## src/rtl/if_id_stage.sv

```systemverilog
// rtl/if_id_stage.sv - IF/ID pipeline register with memory-wait tracking, stall buffer and timeout flag
//
// Purpose: captures the fetched instruction into the IF/ID register. It inserts
// bubbles while instruction memory is not ready, and parks one early-arriving
// word while ID is stalled, so that no instruction is lost or duplicated.
// Optional feature macro: IF_IRQ_INJECT_EN (interrupt injection at capture).
//
// Ports:
//   clk, reset           clock, synchronous active-high reset
//   pc_in                fetch address from the PC stage
//   imem_rdata/ready     instruction word for pc_in and its valid strobe
//   stall, flush, irq    hazard hold, pipeline kill, pending interrupt
//   fetch_nop            combinational hold request to the PC stage
//   id_valid/pc/pc_plus4/instr/irq   registered IF/ID outputs
//   imem_timeout         sticky memory-timeout flag

module if_id_stage #(
  parameter logic [31:0] RESET_PC    = 32'h80000000,
  parameter logic [7:0]  TIMEOUT_MAX = 8'd255
) (
  input  logic        clk,
  input  logic        reset,
  input  logic [31:0] pc_in,
  input  logic [31:0] imem_rdata,
  input  logic        imem_ready,
  input  logic        stall,
  input  logic        flush,
  input  logic        irq,
  output logic        fetch_nop,
  output logic        id_valid,
  output logic [31:0] id_pc,
  output logic [31:0] id_pc_plus4,
  output logic [31:0] id_instr,
  output logic        id_irq,
  output logic        imem_timeout
);

  typedef enum logic [1:0] {
    RUN      = 2'd0,
    MEM_WAIT = 2'd1,
    HOLD     = 2'd2,
    HOLD_BUF = 2'd3
  } state_t;

  state_t      r_state;
  state_t      w_state_next;
  logic [7:0]  r_cnt;
  logic [7:0]  w_cnt_next;
  logic        r_timeout;
  logic        w_timeout_next;
  logic [31:0] r_buf_pc;
  logic [31:0] r_buf_instr;

  logic        r_id_valid;
  logic [31:0] r_id_pc;
  logic [31:0] r_id_pc_plus4;
  logic [31:0] r_id_instr;
  logic        r_id_irq;

  logic        w_buf_valid;
  logic        w_load_id;
  logic        w_load_from_buf;
  logic        w_bubble;
  logic        w_buf_fill;
  logic [31:0] w_src_pc;
  logic [31:0] w_src_instr;
  logic        w_inject;

  // Bit 31 is the kernel bit: it is preserved and the carry out of bit 30 is dropped.
  function automatic logic [31:0] f_pc_plus4(input logic [31:0] pc);
    return {pc[31], pc[30:0] + 31'd4};
  endfunction

  // The one-entry buffer is full exactly when the FSM is in HOLD_BUF.
  assign w_buf_valid = (r_state == HOLD_BUF);

  assign fetch_nop = ~flush & (stall | (~imem_ready & ~w_buf_valid));

  always_comb begin
    w_state_next    = r_state;
    w_cnt_next      = r_cnt;
    w_timeout_next  = r_timeout;
    w_load_id       = 1'b0;
    w_load_from_buf = 1'b0;
    w_bubble        = 1'b0;
    w_buf_fill      = 1'b0;
    if (flush) begin
      w_state_next = RUN;
      w_cnt_next   = 8'd0;
    end else if (stall) begin
      if (!w_buf_valid) begin
        // PC is held during a stall, so a word arriving now would otherwise be lost.
        if (imem_ready) begin
          w_buf_fill   = 1'b1;
          w_state_next = HOLD_BUF;
        end else begin
          w_state_next = HOLD;
        end
      end
    end else if (w_buf_valid) begin
      // Buffered word wins; the word on imem_rdata belongs to the same held PC.
      w_load_id       = 1'b1;
      w_load_from_buf = 1'b1;
      w_cnt_next      = 8'd0;
      w_state_next    = RUN;
    end else if (imem_ready) begin
      w_load_id    = 1'b1;
      w_cnt_next   = 8'd0;
      w_state_next = RUN;
    end else begin
      w_bubble     = 1'b1;
      w_state_next = MEM_WAIT;
      w_cnt_next   = (r_cnt == TIMEOUT_MAX) ? TIMEOUT_MAX : r_cnt + 8'd1;
      if (w_cnt_next == TIMEOUT_MAX) begin
        w_timeout_next = 1'b1;
      end
    end
  end

  assign w_src_pc    = w_load_from_buf ? r_buf_pc    : pc_in;
  assign w_src_instr = w_load_from_buf ? r_buf_instr : imem_rdata;

`ifdef IF_IRQ_INJECT_EN
  // Only user-space (bit 31 clear) instructions are replaced by an interrupt marker.
  assign w_inject = irq & ~w_src_pc[31];
`else
  // Interrupt injection disabled: irq is masked off entirely.
  assign w_inject = irq & 1'b0;
`endif

  always_ff @(posedge clk) begin
    if (reset) begin
      r_state       <= RUN;
      r_cnt         <= 8'd0;
      r_timeout     <= 1'b0;
      r_buf_pc      <= 32'd0;
      r_buf_instr   <= 32'd0;
      r_id_valid    <= 1'b0;
      r_id_pc       <= RESET_PC;
      r_id_pc_plus4 <= RESET_PC + 32'd4;
      r_id_instr    <= 32'd0;
      r_id_irq      <= 1'b0;
    end else begin
      r_state   <= w_state_next;
      r_cnt     <= w_cnt_next;
      r_timeout <= w_timeout_next;
      if (w_buf_fill) begin
        r_buf_pc    <= pc_in;
        r_buf_instr <= imem_rdata;
      end
      if (flush) begin
        r_id_valid <= 1'b0;
        r_id_irq   <= 1'b0;
      end else if (w_load_id) begin
        r_id_valid    <= 1'b1;
        r_id_pc       <= w_src_pc;
        r_id_pc_plus4 <= f_pc_plus4(w_src_pc);
        r_id_instr    <= w_inject ? 32'h00000000 : w_src_instr;
        r_id_irq      <= w_inject;
      end else if (w_bubble) begin
        r_id_valid <= 1'b0;
      end
    end
  end

  assign id_valid     = r_id_valid;
  assign id_pc        = r_id_pc;
  assign id_pc_plus4  = r_id_pc_plus4;
  assign id_instr     = r_id_instr;
  assign id_irq       = r_id_irq;
  assign imem_timeout = r_timeout;

endmodule

```

## config.mk

```make
export PLATFORM = sky130hd
export DESIGN_NAME = if_id_stage
export DESIGN_NICKNAME = d
export VERILOG_FILES = /design/src/rtl/if_id_stage.sv
export SDC_FILE = /design/constraint.sdc
export NUM_CORES = 1
export LEC_CHECK = 0
export ABC_AREA = 0
export CORE_MARGIN = 2
export CORE_UTILIZATION = 40
export DETAILED_ROUTE_END_ITERATION = 10
export GPL_TIMING_DRIVEN = 1
export PLACE_DENSITY = 0.73
export SYNTH_ARGS = -nofsm -noshare
export SYNTH_HDL_FRONTEND = slang
export SYNTH_SLANG_ARGS = --single-unit
```

## constraint.sdc

```tcl
create_clock -name clk -period 3.6 [get_ports clk]
set_input_delay 0.54 -clock clk [delete_from_list [all_inputs] [get_ports clk]]
set_output_delay 0.54 -clock clk [all_outputs]
set_load 0.03 [all_outputs]
```

# Word level (Yosys, flattened, before mapping)
# Cells that the tools add are included.
[totals] in_bits=70 out_inout_bits=100 register_bits=172
[op_classes] n_mux=26 reduce_logical=4 bitwise_logic=7 n_eq_ne=4 n_addsub=2
[op_table] op="2-to-1 mux 32 bit" n=2
[op_table] op="adder 31 x 3 -> 31 bit, second input constant" n=1
[op_table] op="2-to-1 mux 8 bit" n=3
[op_table] op="2-to-1 mux 1 bit" n=19
[op_table] op="equality test 8 bit, second input constant" n=2
[op_table] op="adder 8 x 1 -> 8 bit, second input constant" n=1
[op_table] op="AND reduction 5 bit" n=1
[op_table] op="2-to-1 mux 2 bit" n=2
[op_table] op="NOT 1 bit" n=4
[op_table] op="AND 1 bit" n=2
[op_table] op="equality test 2 bit, second input constant" n=1
[op_table] op="!= test 2 bit, second input constant" n=1
[op_table] op="AND reduction 2 bit" n=1
[op_table] op="nonzero test 2 bit" n=1
[op_table] op="OR reduction 2 bit" n=1
[op_table] op="bitwise OR 1 bit" n=1

# Longest topological paths before layout
[logic_depth] ltp_word=6 ltp_mapped=12 mapped_depth_nobuf=8

# Worst setup path after synthesis
# No wires, ideal clock.
[synth_path] kind="input-to-reg" start="input port flush" end="register r_id_pc_plus4[20], in the netlist id_pc_plus4[20]" path_stages=11 setup_slack_ns=1.102 arrival_ns=2.425 setup_time_ns=0.073 t_required_ns=3.527 cell_sequence="buf_6 > nand4bb_1 > buf_6 > buf_2 > mux2i_1 > inv_1 > ha_1 > clkbuf_2 > o21ai_2 > or4_1 > o211ai_2"
[synth_via] elab_chain_cells=3
[synth_rtl] item="from (decl)" line="27" source="input logic flush,"
[synth_rtl] item="2-to-1 mux 1 bit" line="87" source="if (flush) begin"
[synth_rtl] item="2-to-1 mux 32 bit" line="120" source="assign w_src_pc = w_load_from_buf ? r_buf_pc : pc_in;"
[synth_rtl] item="named net w_src_pc[2]" line="65" source="logic [31:0] w_src_pc;"
[synth_rtl] item="adder 31 x 3 -> 31 bit" line="71" source="return {pc[31], pc[30:0] + 31'd4};"
[synth_rtl] item="to (signal assigned)" line="140" source="r_id_pc_plus4 <= RESET_PC + 32'd4;"
[synth_rtl] item="to (signal assigned)" line="157" source="r_id_pc_plus4 <= f_pc_plus4(w_src_pc);"
[synth_rtl] item="to (decl)" line="56" source="logic [31:0] r_id_pc_plus4;"
# The timed path passes the listed nets, and every way through them passes these cells.
# A chain may end at the register's enable or synchronous reset.

# Worst setup path in the final report
[layout_path] start="input port stall" end="output port fetch_nop"
[layout_via] elab_chain_cells=2
[layout_rtl] item="from (decl)" line="26" source="input logic stall,"
[layout_rtl] item="bitwise OR 1 bit" line="77" source="assign fetch_nop = ~flush & (stall | (~imem_ready & ~w_buf_valid));"
[layout_rtl] item="AND 1 bit" line="77"
[layout_rtl] item="to (decl)" line="29" source="output logic fetch_nop,"
# Every way passes these cells.

==> out/qor.csv <==
metric;value;unit
status;complete, no violations;
setup ws final;0.905;ns
HP Class;reg -> reg;
asr flop ratio synth;0;%
post-cts resize count;0;
leakage;3.69;nW
DP Cell Count;1351;
worst slack, placed;0.502;ns
Ports;170;
fin crit share;74.9;%
Most common cell on crit path;clkdlybuf4s50_1;
Unique masters post-synth;66;
vias;7391;
max_cap viols;0;
Final Wtd Congestion;0.882;
CP cell instances;clkdlybuf4s50_1 -> buf_4 -> inv_1 -> a21oi_1 -> clkdlybuf4s50_1;
first-pass GRT wire length;34900;um
Non-Filler Instances;1383;
post-route cell area;10200;um2
Worst Tran Pin Value;0.713;ns
ys flop type;dfxtp_1;
final wirelength;21600;um
TNS Setup;0;ns
Num CTS Buffers;17;
DRC violation count after routing;0;
RSZ-0062 raised after global routing;no;
post-layout util;52.8;%
peak supply drop;0.000336;V
layout cells sized above 1;7.07;%
clk sinks;169;
FILL cells;1852;
deepest clock path buffer count;2;
number of port buffers;167;
Slew Viols, Final;0;
P&R area growth vs syn;30.6;%
initial core utilization;40.4;%
dominant cell type by area after synthesis;dfxtp_1;
CP arrival;2.16;ns
Clock H-tree levels;4;
First-pass DRT Iterations;5;
crit start category;input pin;
Yosys top cell area share;43.3;%
kind of critical path;in -> out;
number of routed nets with antenna violations;0;
flops & latches, synth;169;
Slew HR;52.5;%
sequential-to-total area share from yosys stat;43.3;%
clk_skew;0.00742;ns
synthesized area;7820;um2
vias per cell;5.34;
synth warn;0;
Post-CTS Setup Inserts;0;
TritonCTS clock tree;built;
count of flip-flops with a built-in enable after synthesis;0;
max incr delay on CP;0.70;ns
Cell Rows;51;
grt ovf;0;
final setup violation count;0;
initial antenna violation count;0;
n_diodes;0;
worst-path fanout max;11;
Critical Path Start;stall;
Avg Cell Area, Syn;7.95;um2
Die ar.;20700;um2
Area contributors post-synth;dfxtp_1 43%, nand2_1 12%, a21oi_1 4.8%;
Chip Width;144;um
dpl cell area;9670;um2
Power Density;417;nW/um2
Core Region;19300;um2
Final #Nets;1177;
Post-CTS Hold Fix Bufs;0;
Die Y;144;um
detail-routed net length per standard cell;15.6;um
vias in the first global route;6865;
slowest CP cell;clkdlybuf4s50_1;
Fin. Hold Viols;0;
clk root buf;clkbuf_16;
HPWL after DPL;14800;um
fin crit period;2.70;ns
pin count of the biggest net entering global routing;120;
clk_lat worst skew;0.42;ns
clock-pin slew on the worst setup and hold paths;0.07;ns
Max Freq;0.371;GHz
worst hold start;id_pc_plus4[2]$_SDFFE_PP1P_;
gr usage total;21.1;%
Synthesized Nets;1056;
critical path endpoint category;output pin;
Req. time, crit path;3.06;ns
DRT iter0 DRCs;421;
RR Startpoint;r_state[1]$_SDFFE_PP0P_;
Mapped Cells;984;
==> critical path: cells and delay by family <==
family                 cells  cell delay (ns)
buffers and inverters      4             1.45
AO/OA/AOI/OAI              1             0.17
==> metal layers <==
metal | up-vias | GRT usage, % | share of wire, %
met2 | 200 | 33.3 | 46
met4 | 0 | 7.53 | 2.1
met3 | 34 | 5.13 | 6.3
li1 | 3721 | - | -
met5 | - | 0 | 0
met1 | 3436 | 28.0 | 46
==> per-stage QoR <==
stage	hold WS [ns]	total power, W
finish	0.448	0.00426
global route	0.473	0.00444
CTS	0.452	0.00430
detailed placement	0.442	0.00262
global placement	0.433	0.00261
floorplan	0.434	0.00235
==> flip-flops by register name (all words and copies together) (netlist names) <==
signal,flops
id_instr,32
id_pc,32
r_buf_instr,32
r_buf_pc,32
id_pc_plus4,29
r_cnt,8
r_state,2
id_valid,1
imem_timeout,1
==> layout by cell type (no fill, tap or decap), types with 9 or more instances in the layout <==
cell type | Yosys | layout
nand2_1 | 242 | 242
dfxtp_1 | 169 | 169
clkdlybuf4s50_1 | 0 | 166
nor2_1 | 87 | 87
a21oi_1 | 75 | 75
nand3_1 | 49 | 49
a311oi_1 | 36 | 36
nor3_1 | 28 | 27
mux2i_1 | 23 | 23
o21ai_0 | 22 | 22
clkbuf_16 | 0 | 17
mux2_2 | 14 | 14
and3_1 | 14 | 14
a211oi_1 | 13 | 13
nand4_1 | 11 | 11
buf_4 | 6 | 11
inv_1 | 9 | 9
==> report_power, final <==
group | total [W] | leakage, nW | switching (W) | internal [W]
Sequential | 0.00199 | 1.38 | 0.0000472 | 0.00195
Clock | 0.00168 | 0.267 | 0.000768 | 0.000911
Combinational | 0.000586 | 2.04 | 0.000339 | 0.000247
==> path summary, 6_finish.rpt <==
check	end	slack, ns	cells after the start
setup / recovery	fetch_nop	0.90	5
hold / removal	id_pc_plus4[2]$_SDFFE_PP1P_	0.45	2
setup reg to reg	id_pc_plus4[20]$_SDFFE_PP0P_	1.18	6
hold reg to reg	id_pc_plus4[2]$_SDFFE_PP1P_	0.45	2
==> cells in the mapped netlist, types with 5 or more instances <==
cell type  number
a211oi_1       13
dfxtp_1       169
nor3_1         28
buf_4           6
mux2i_1        23
clkbuf_1       48
buf_2          12
o21ai_0        22
inv_1           9
or3_1           9
o211ai_1        5
xnor2_1         6
a21oi_1        75
nand2_1       242
a311oi_1       36
a22o_1          5
mux2_2         14
nand4_1        11
nand3_1        49
and3_1         14
a31o_1          6
nor2_1         87
nor4_1          5
buf_1          10
==> cell type report <==
type	instances	area, um2	area share, %
tap	265	332	3.25
timing repair buffer	182	1840	18.1
multi-input combinational	726	4080	39.9
clock inverter	12	95.1	0.931
inverter	9	33.8	0.331
sequential	169	3380	33.1
clock buffer	20	447	4.37
==> logic make-up (layout without fill, tap and decap cells) <==
| group | after synthesis | after routing | synth area share [%] |
|---|---|---|---|
| adder cells (fa/ha/maj) | 2 | 2 | 0.320 |
| AND/OR/NAND/NOR | 468 | 468 | 26.9 |
| AO/OA/AOI/OAI | 207 | 207 | 18.0 |
| other | 1 | 1 | 0.0480 |
| XOR/XNOR | 10 | 10 | 1.12 |
| flip-flops | 169 | 169 | 43.3 |
| multiplexers | 38 | 38 | 5.25 |
| buffers and inverters | 89 | 223 | 5.06 |
No activity file was read; power rests on OpenSTA's default activity.
